===== config.mk =====
export PLATFORM = sky130hd
export DESIGN_NAME = ex_hilo_unit_flat
export DESIGN_NICKNAME = d
export VERILOG_FILES = /design/src/rtl/ex_hilo_if.sv /design/src/rtl/ex_hilo_unit.sv /design/src/flat_wrapper.sv
export SDC_FILE = /design/constraint.sdc
export NUM_CORES = 1
export LEC_CHECK = 0
export ABC_AREA = 1
export CORE_UTILIZATION = 45
export CTS_CLUSTER_SIZE = 10
export DETAILED_ROUTE_END_ITERATION = 8
export PLACE_DENSITY_LB_ADDON = 0.1
export SYNTH_ARGS = -nofsm -noshare
export SYNTH_HDL_FRONTEND = slang
export SYNTH_SLANG_ARGS = --single-unit

===== constraint.sdc =====
create_clock -name clk -period 12.8 [get_ports clk]
set_input_delay 1.28 -clock clk [delete_from_list [all_inputs] [get_ports clk]]
set_output_delay 1.28 -clock clk [all_outputs]
set_load 0.02 [all_outputs]

===== src/rtl/ex_hilo_if.sv =====
// ex_hilo_if: EX-stage bundle between the pipeline and the HI/LO unit.
//   master : pipeline side, drives start/op/rs_val/rt_val/cancel and
//            observes hi/lo/busy/done.
//   slave  : HI/LO unit side.
//   start/op/rs_val/rt_val/cancel  op request and flush from EX.
//   hi/lo                          architectural HI/LO registers.
//   busy/done                      multiply/divide in flight / completion pulse.
interface ex_hilo_if #(
  parameter int WIDTH = 32
);
  logic             start;
  logic [2:0]       op;
  logic [WIDTH-1:0] rs_val;
  logic [WIDTH-1:0] rt_val;
  logic             cancel;
  logic [WIDTH-1:0] hi;
  logic [WIDTH-1:0] lo;
  logic             busy;
  logic             done;

  modport master (
    output start, op, rs_val, rt_val, cancel,
    input  hi, lo, busy, done
  );

  modport slave (
    input  start, op, rs_val, rt_val, cancel,
    output hi, lo, busy, done
  );
endinterface


===== src/rtl/ex_hilo_unit.sv =====
// ex_hilo_unit: HI/LO registers for the EX stage. MTHI/MTLO write in a
// single cycle; MULT/MULTU/DIV/DIVU run iteratively (one bit per cycle)
// on operand magnitudes, with sign correction applied in a final cycle.
//   clk  rising-edge clock
//   rst  asynchronous active-high reset
//   bus  ex_hilo_if slave port (start, op, rs_val, rt_val, cancel in;
//        hi, lo, busy, done out)
//
// state | meaning
// IDLE  | no multiply/divide in flight; accepts new ops
// CALC  | one multiplier/quotient bit per cycle, counter WIDTH-1 down to 0
// FIX   | sign correction, HI/LO write, raise done
module ex_hilo_unit #(
  parameter int WIDTH = 32
) (
  input  logic     clk,
  input  logic     rst,
  ex_hilo_if.slave bus
);

  localparam int CNT_W = $clog2(WIDTH);

  localparam logic [2:0] OP_MULT  = 3'b001;
  localparam logic [2:0] OP_MULTU = 3'b010;
  localparam logic [2:0] OP_DIV   = 3'b011;
  localparam logic [2:0] OP_DIVU  = 3'b100;
  localparam logic [2:0] OP_MTHI  = 3'b101;
  localparam logic [2:0] OP_MTLO  = 3'b110;

  typedef enum logic [1:0] {
    IDLE = 2'd0,
    CALC = 2'd1,
    FIX  = 2'd2
  } state_t;

  state_t             state_q, state_d;
  logic [CNT_W-1:0]   cnt_q, cnt_d;
  logic [WIDTH-1:0]   hi_q, hi_d;
  logic [WIDTH-1:0]   lo_q, lo_d;
  logic               done_q, done_d;
  logic [WIDTH-1:0]   a_q, a_d;          // multiplicand / dividend magnitude
  logic [WIDTH-1:0]   b_q, b_d;          // multiplier / divisor magnitude
  logic [WIDTH-1:0]   rem_q, rem_d;
  logic [WIDTH-1:0]   quo_q, quo_d;
  logic [WIDTH-1:0]   rs_raw_q, rs_raw_d;
  logic [2*WIDTH-1:0] acc_q, acc_d;
  logic               is_div_q, is_div_d;
  logic               neg_res_q, neg_res_d;
  logic               neg_rem_q, neg_rem_d;
  logic               dbz_q, dbz_d;

  logic               accept;
  logic               signed_op;
  logic               is_muldiv;
  logic               op_is_div;
  logic [WIDTH:0]     rem_shift;
  logic [WIDTH-1:0]   rem_diff;
  logic [2*WIDTH-1:0] addend;
  logic [2*WIDTH-1:0] prod_fix;
  logic [WIDTH-1:0]   quo_fix;
  logic [WIDTH-1:0]   rem_fix;

  assign accept    = (state_q == IDLE) && bus.start && !bus.cancel;
  assign signed_op = (bus.op == OP_MULT) || (bus.op == OP_DIV);
  assign op_is_div = (bus.op == OP_DIV) || (bus.op == OP_DIVU);
  assign is_muldiv = (bus.op == OP_MULT) || (bus.op == OP_MULTU) || op_is_div;

  // Restoring step: partial remainder is always below the divisor, so the
  // difference fits in WIDTH bits whenever the subtraction is taken.
  assign rem_shift = {rem_q, a_q[cnt_q]};
  assign rem_diff  = rem_shift[WIDTH-1:0] - b_q;

  // MSB-first shift-add: the counter selects the current multiplier bit.
  assign addend = b_q[cnt_q] ? {{WIDTH{1'b0}}, a_q} : '0;

  assign prod_fix = neg_res_q ? -acc_q : acc_q;
  assign quo_fix  = neg_res_q ? -quo_q : quo_q;
  assign rem_fix  = neg_rem_q ? -rem_q : rem_q;

  always_comb begin
    state_d   = state_q;
    cnt_d     = cnt_q;
    hi_d      = hi_q;
    lo_d      = lo_q;
    done_d    = 1'b0;
    a_d       = a_q;
    b_d       = b_q;
    rem_d     = rem_q;
    quo_d     = quo_q;
    rs_raw_d  = rs_raw_q;
    acc_d     = acc_q;
    is_div_d  = is_div_q;
    neg_res_d = neg_res_q;
    neg_rem_d = neg_rem_q;
    dbz_d     = dbz_q;

    case (state_q)
      IDLE: begin
        if (accept) begin
          if (bus.op == OP_MTHI) begin
            hi_d = bus.rs_val;
          end else if (bus.op == OP_MTLO) begin
            lo_d = bus.rs_val;
          end else if (is_muldiv) begin
            // -MIN wraps to MIN, which reads correctly as an unsigned magnitude.
            a_d       = (signed_op && bus.rs_val[WIDTH-1]) ? -bus.rs_val : bus.rs_val;
            b_d       = (signed_op && bus.rt_val[WIDTH-1]) ? -bus.rt_val : bus.rt_val;
            neg_res_d = signed_op && (bus.rs_val[WIDTH-1] ^ bus.rt_val[WIDTH-1]);
            neg_rem_d = signed_op && bus.rs_val[WIDTH-1];
            is_div_d  = op_is_div;
            dbz_d     = op_is_div && (bus.rt_val == '0);
            rs_raw_d  = bus.rs_val;
            acc_d     = '0;
            rem_d     = '0;
            quo_d     = '0;
            cnt_d     = CNT_W'(WIDTH - 1);
            state_d   = CALC;
          end
        end
      end

      CALC: begin
        if (bus.cancel) begin
          state_d = IDLE;
        end else begin
          if (is_div_q) begin
            if (rem_shift >= {1'b0, b_q}) begin
              rem_d        = rem_diff;
              quo_d[cnt_q] = 1'b1;
            end else begin
              rem_d = rem_shift[WIDTH-1:0];
            end
          end else begin
            acc_d = {acc_q[2*WIDTH-2:0], 1'b0} + addend;
          end
          if (cnt_q == '0) begin
            state_d = FIX;
          end else begin
            cnt_d = cnt_q - 1'b1;
          end
        end
      end

      FIX: begin
        if (bus.cancel) begin
          state_d = IDLE;
        end else begin
          if (!is_div_q) begin
            hi_d = prod_fix[2*WIDTH-1:WIDTH];
            lo_d = prod_fix[WIDTH-1:0];
          end else if (dbz_q) begin
            hi_d = rs_raw_q;
            lo_d = '1;
          end else begin
            hi_d = rem_fix;
            lo_d = quo_fix;
          end
          done_d  = 1'b1;
          state_d = IDLE;
        end
      end

      default: state_d = IDLE;
    endcase
  end

  always_ff @(posedge clk or posedge rst) begin
    if (rst) begin
      state_q   <= IDLE;
      cnt_q     <= '0;
      hi_q      <= '0;
      lo_q      <= '0;
      done_q    <= 1'b0;
      a_q       <= '0;
      b_q       <= '0;
      rem_q     <= '0;
      quo_q     <= '0;
      rs_raw_q  <= '0;
      acc_q     <= '0;
      is_div_q  <= 1'b0;
      neg_res_q <= 1'b0;
      neg_rem_q <= 1'b0;
      dbz_q     <= 1'b0;
    end else begin
      state_q   <= state_d;
      cnt_q     <= cnt_d;
      hi_q      <= hi_d;
      lo_q      <= lo_d;
      done_q    <= done_d;
      a_q       <= a_d;
      b_q       <= b_d;
      rem_q     <= rem_d;
      quo_q     <= quo_d;
      rs_raw_q  <= rs_raw_d;
      acc_q     <= acc_d;
      is_div_q  <= is_div_d;
      neg_res_q <= neg_res_d;
      neg_rem_q <= neg_rem_d;
      dbz_q     <= dbz_d;
    end
  end

  assign bus.hi   = hi_q;
  assign bus.lo   = lo_q;
  assign bus.busy = (state_q != IDLE);
  assign bus.done = done_q;

endmodule

===== src/flat_wrapper.sv =====
// flat-port wrapper written by rule: the top's interface ports become plain ports
module ex_hilo_unit_flat 
#(
  parameter int WIDTH = 32
)
  (clk, rst, bus_start, bus_op, bus_rs_val, bus_rt_val, bus_cancel, bus_hi, bus_lo, bus_busy, bus_done);
  ex_hilo_if #(.WIDTH(WIDTH)) bus_i ();
  input  logic clk;
  input  logic rst;
  input wire logic [$bits(bus_i.start)-1:0] bus_start;
  input wire logic [$bits(bus_i.op)-1:0] bus_op;
  input wire logic [$bits(bus_i.rs_val)-1:0] bus_rs_val;
  input wire logic [$bits(bus_i.rt_val)-1:0] bus_rt_val;
  input wire logic [$bits(bus_i.cancel)-1:0] bus_cancel;
  output wire logic [$bits(bus_i.hi)-1:0] bus_hi;
  output wire logic [$bits(bus_i.lo)-1:0] bus_lo;
  output wire logic [$bits(bus_i.busy)-1:0] bus_busy;
  output wire logic [$bits(bus_i.done)-1:0] bus_done;
  assign bus_i.start = bus_start;
  assign bus_i.op = bus_op;
  assign bus_i.rs_val = bus_rs_val;
  assign bus_i.rt_val = bus_rt_val;
  assign bus_i.cancel = bus_cancel;
  assign bus_hi = bus_i.hi;
  assign bus_lo = bus_i.lo;
  assign bus_busy = bus_i.busy;
  assign bus_done = bus_i.done;
  ex_hilo_unit #(.WIDTH(WIDTH)) u_core (.clk(clk), .rst(rst), .bus(bus_i));
endmodule

==> impl_metrics.py <==
metrics = {
    "detailed_routing": {
        "drt.antenna.violating_nets": 0,
        "vias": 28600,
        "via_to_cell_ratio": 5.77,
        "route.detailed.wl_per_inst_um": 21.7,
        "detailedRoute.firstIterationViolations": 3139,
        "routed_wl_mm": 108,
        "post-route-drc-count": 0,
        "drt-pass1-iter-count": 7,
    },
    "cts": {
        "clock_latency_ns": 0.59,
        "tritoncts_clock_tree": "done",
        "cts-root-buf": "clkbuf_16",
        "cts_made_buffers": 39,
        "cts.reportedPaths.clkPinSlew_ns": 0.06,
        "post_cts.repair.setup_buffers": 0,
        "cts_resizes": 0,
        "total_of_hold_buffers_inserted_after_clock_tree_synthesis": 0,
        "htree_levels": 2,
        "cts.path.max_buffers": 3,
        "clock_sink_count": 299,
    },
    "critical_path": {
        "cp-end-kind": "flop",
        "critical-path-top-cell-by-count": "nand2_1",
        "worstPathCellList": "inv_1 > o211ai_1 > nand2_1 > nand2_1 > nand2_1 > nor2_1 > and2_2 > buf_4 > nor2_1 > ha_1 > fa_1 > nand2_1 > nand2_1 > and2_1 > nand2_1 > nand2_1 > nand2_1 > nand2_1 > nand2_1 > nand2_1 > o21ai_0 > o21ai_0",
        "critPathArrivalTime_ns": 5.71,
        "timing.critical_path.slowest_cell_delay_ns": 0.95,
        "worstPathRequired_ns": 13.23,
        "cp_num_buf_inv": 2,
        "start_kind": "flop",
        "worstRegToRegCells": 22,
        "crit_family": "simple AND/OR/NAND/NOR gates",
        "critical-path-slowest-cell": "dfrtp_1",
        "reg2reg_to": "u_core.acc_q[21]",
        "regToRegStartpoint": "u_core.cnt_q[1]",
        "crit_path_max_fanout": 32,
        "reg2reg_setup_slack_ns": 7.52,
        "worst-setup-path-type": "reg -> reg",
    },
    "min_path": {
        "hp-start": "u_core.quo_q[31]",
        "worstHoldPathType": "reg -> reg",
        "hold-path-cell-count": 2,
        "hold-path-endpoint": "u_core.quo_q[31]",
    },
    "final_layout": {
        "drive_above_1_share_pct": 3.97,
        "nNetsFinal": 4330,
        "layout.cells.most_common_list": "nand2_1 (1200), nor2_1 (546), nand3_1 (443), inv_1 (415), dfrtp_1 (298)",
        "post_layout_nonfiller_instances": 4959,
        "layout-area-overhead-vs-synth_pct": 11.2,
        "fin_area_um2": 28400,
        "layout_commonest_cell": "nand2_1",
        "filler_cell_count": 5860,
        "postLayoutCoreUtil_pct": 51.1,
    },
    "flow_run": {
        "max_cap_violations": 0,
    },
    "synthesis": {
        "netlist_top_cells_area": "dfrtp_1 (29%), nand2_1 (18%), nand3_1 (8.7%)",
        "syn-mean-instance-area_um2": 6.15,
        "library_cell_with_the_largest_summed_area_after_synthesis": "dfrtp_1",
        "synth-main-ff-cell": "dfrtp_1",
        "yosys.cell_types.count": 55,
        "synthArstFlopShare_pct": 100,
        "ys_seq_area_share_pct": 29.3,
        "syn_inst": 4143,
        "synthesis.nets": 4288,
        "ys_ff_latch": 299,
        "post_synth_instance_area_um2": 25500,
        "post-synth-top-area-fraction_pct": 29.3,
        "number_of_enable_type_register_cells_in_the_synthesized_netlist": 0,
        "synth.yosys.warnings": 0,
    },
    "sta": {
        "slew_viol_final": 0,
        "worst_slew_pin_slew_ns": 1.34,
        "slew_headroom_pct": 9.81,
        "final-hold-violation-count": 0,
        "timing.hold.ws_ns": 0.476,
        "setup_repair_after_global_routing_missed_its_margin": "false",
        "setup_slack_after_layout_ns": 7.52,
        "min_period_over_period_pct": 41.3,
        "setup_total_negative_slack_ns": 0,
        "timing.fmax_mhz": 189,
        "setup_viol_count_final": 0,
        "finalCriticalPeriod_ns": 5.28,
        "clock_skew_ns": 0.0291,
    },
    "power_and_ir_drop": {
        "worst_ir_drop_vdd_mv": 0.122,
        "combinationalPowerShare_pct": 58.3,
        "power_per_cell_area_nw_per_um2": 223,
        "netSwitchingFraction_pct": 53.4,
        "pwr-share-clk_pct": 16.6,
        "p_switching_mw": 3.37,
        "finalPower_mw": 6.32,
        "intPower_mw": 2.95,
        "static-leakage-power_nw": 14.0,
        "seq_power_share_pct": 25.0,
    },
    "place": {
        "place.gp.congestion": 1.07,
        "placement.cell_area_um2": 27200,
        "dpl.hpwl_mm": 83.7,
        "pre_cts_ws_ns": 7.75,
        "numPortBuffers": 136,
        "numPlacedInstances": 4892,
    },
    "die": {
        "floorplan.rows": 86,
        "dieWidth_um": 240,
        "initial_util_pct": 45.9,
        "core_area_um2": 55500,
        "chipHeight_um": 240,
        "design.die.area_um2": 57600,
        "ios": 137,
    },
    "global_route": {
        "grt_pass1_vias": 26100,
        "grt_use_total_pct": 37.1,
        "wire_length_of_the_first_global_routing_pass_mm": 160,
        "gr-total-overflow": 0,
        "grt_antenna_before_repair": 4,
        "pin_count_of_the_biggest_net_entering_global_routing": 105,
    },
    "outcome": {
        "outcome": "finished, final reports clean",
    },
}
## kinds of logic (layout without fill, tap and decap cells)
logic type,Yosys count,after routing,share of synthesized area [%]
AND/OR/NAND/NOR,2435,2435,40.6
AO/OA/AOI/OAI,674,674,14.3
buffers and inverters,587,652,9.45
flip-flops,299,299,29.3
adder cells (fa/ha/maj),74,74,3.69
XOR/XNOR,74,74,2.54
other,0,3,0
## worst reg2reg max path, delay by kind of cell (launching register included)
family | cells | cell delay [ns]
flops | 1 | 0.95
compound gates | 3 | 0.62
fa+ha+maj | 2 | 0.85
buf+inv | 2 | 1.01
simple gates | 15 | 1.70
## state kept, by name, summed over array words and instances, names as in the netlist, 2 cells and up
register and count:
u_core.bus.hi 32, u_core.a_q 31, u_core.bus.lo 32, u_core.quo_q 32, u_core.cnt_q 5, u_core.rem_q 32
u_core.state_q 2, u_core.b_q 32, u_core.rs_raw_q 32, u_core.acc_q 64
## routing by layer
metal  global-route usage, %  wire (um)
met4                    23.0       7460
met3                    5.43       9690
met1                    49.6      44100
met5                       0          9
met2                    56.3      46500
## area by class of cell
type	instances	area, um^2	area share (%)
repair buffers	157	1520	5.36
inverters	431	1630	5.73
multi-input cells	3257	15600	55.1
clock inverters	8	58.8	0.207
well taps	748	936	3.30
clock buffers	56	1100	3.88
diodes	3	7.51	0.0265
flip-flops and latches	299	7490	26.4
## worst max path at each step
stage,start,endpoint,slack (ns),cells past startpoint
global route,u_core.cnt_q[1],u_core.acc_q[45],7.25,24
finish,u_core.cnt_q[1],u_core.acc_q[21],7.52,22
floorplan,rst,u_core.a_q[10],3.26,1
global placement,u_core.cnt_q[1],u_core.acc_q[21],7.82,22
detailed placement,u_core.cnt_q[1],u_core.acc_q[21],7.75,22
CTS,u_core.cnt_q[1],u_core.acc_q[21],7.73,22
## synthesized netlist by cell type (51+ instances only)
| library cell | count |
|---|---|
| dfrtp_1 | 299 |
| nor2_1 | 548 |
| clkbuf_1 | 51 |
| nor3_1 | 61 |
| a21oi_1 | 265 |
| inv_1 | 416 |
| nand3_1 | 443 |
| o21ai_0 | 243 |
| nand2_1 | 1200 |
| ha_1 | 72 |
| nand4_1 | 67 |
| buf_2 | 56 |
## power groups by stage
stage | Clock (mW) | Sequential (mW) | Combinational (mW)
2_1_floorplan | 0 | 1.54 | 2.38
3_3_place_gp | 0 | 1.58 | 3.58
3_5_place_dp | 0 | 1.58 | 3.59
4_1_cts | 1.07 | 1.57 | 3.61
5_1_grt | 1.10 | 1.61 | 4.01
6_report | 1.05 | 1.58 | 3.69
(Power assumes the default switching activity.)
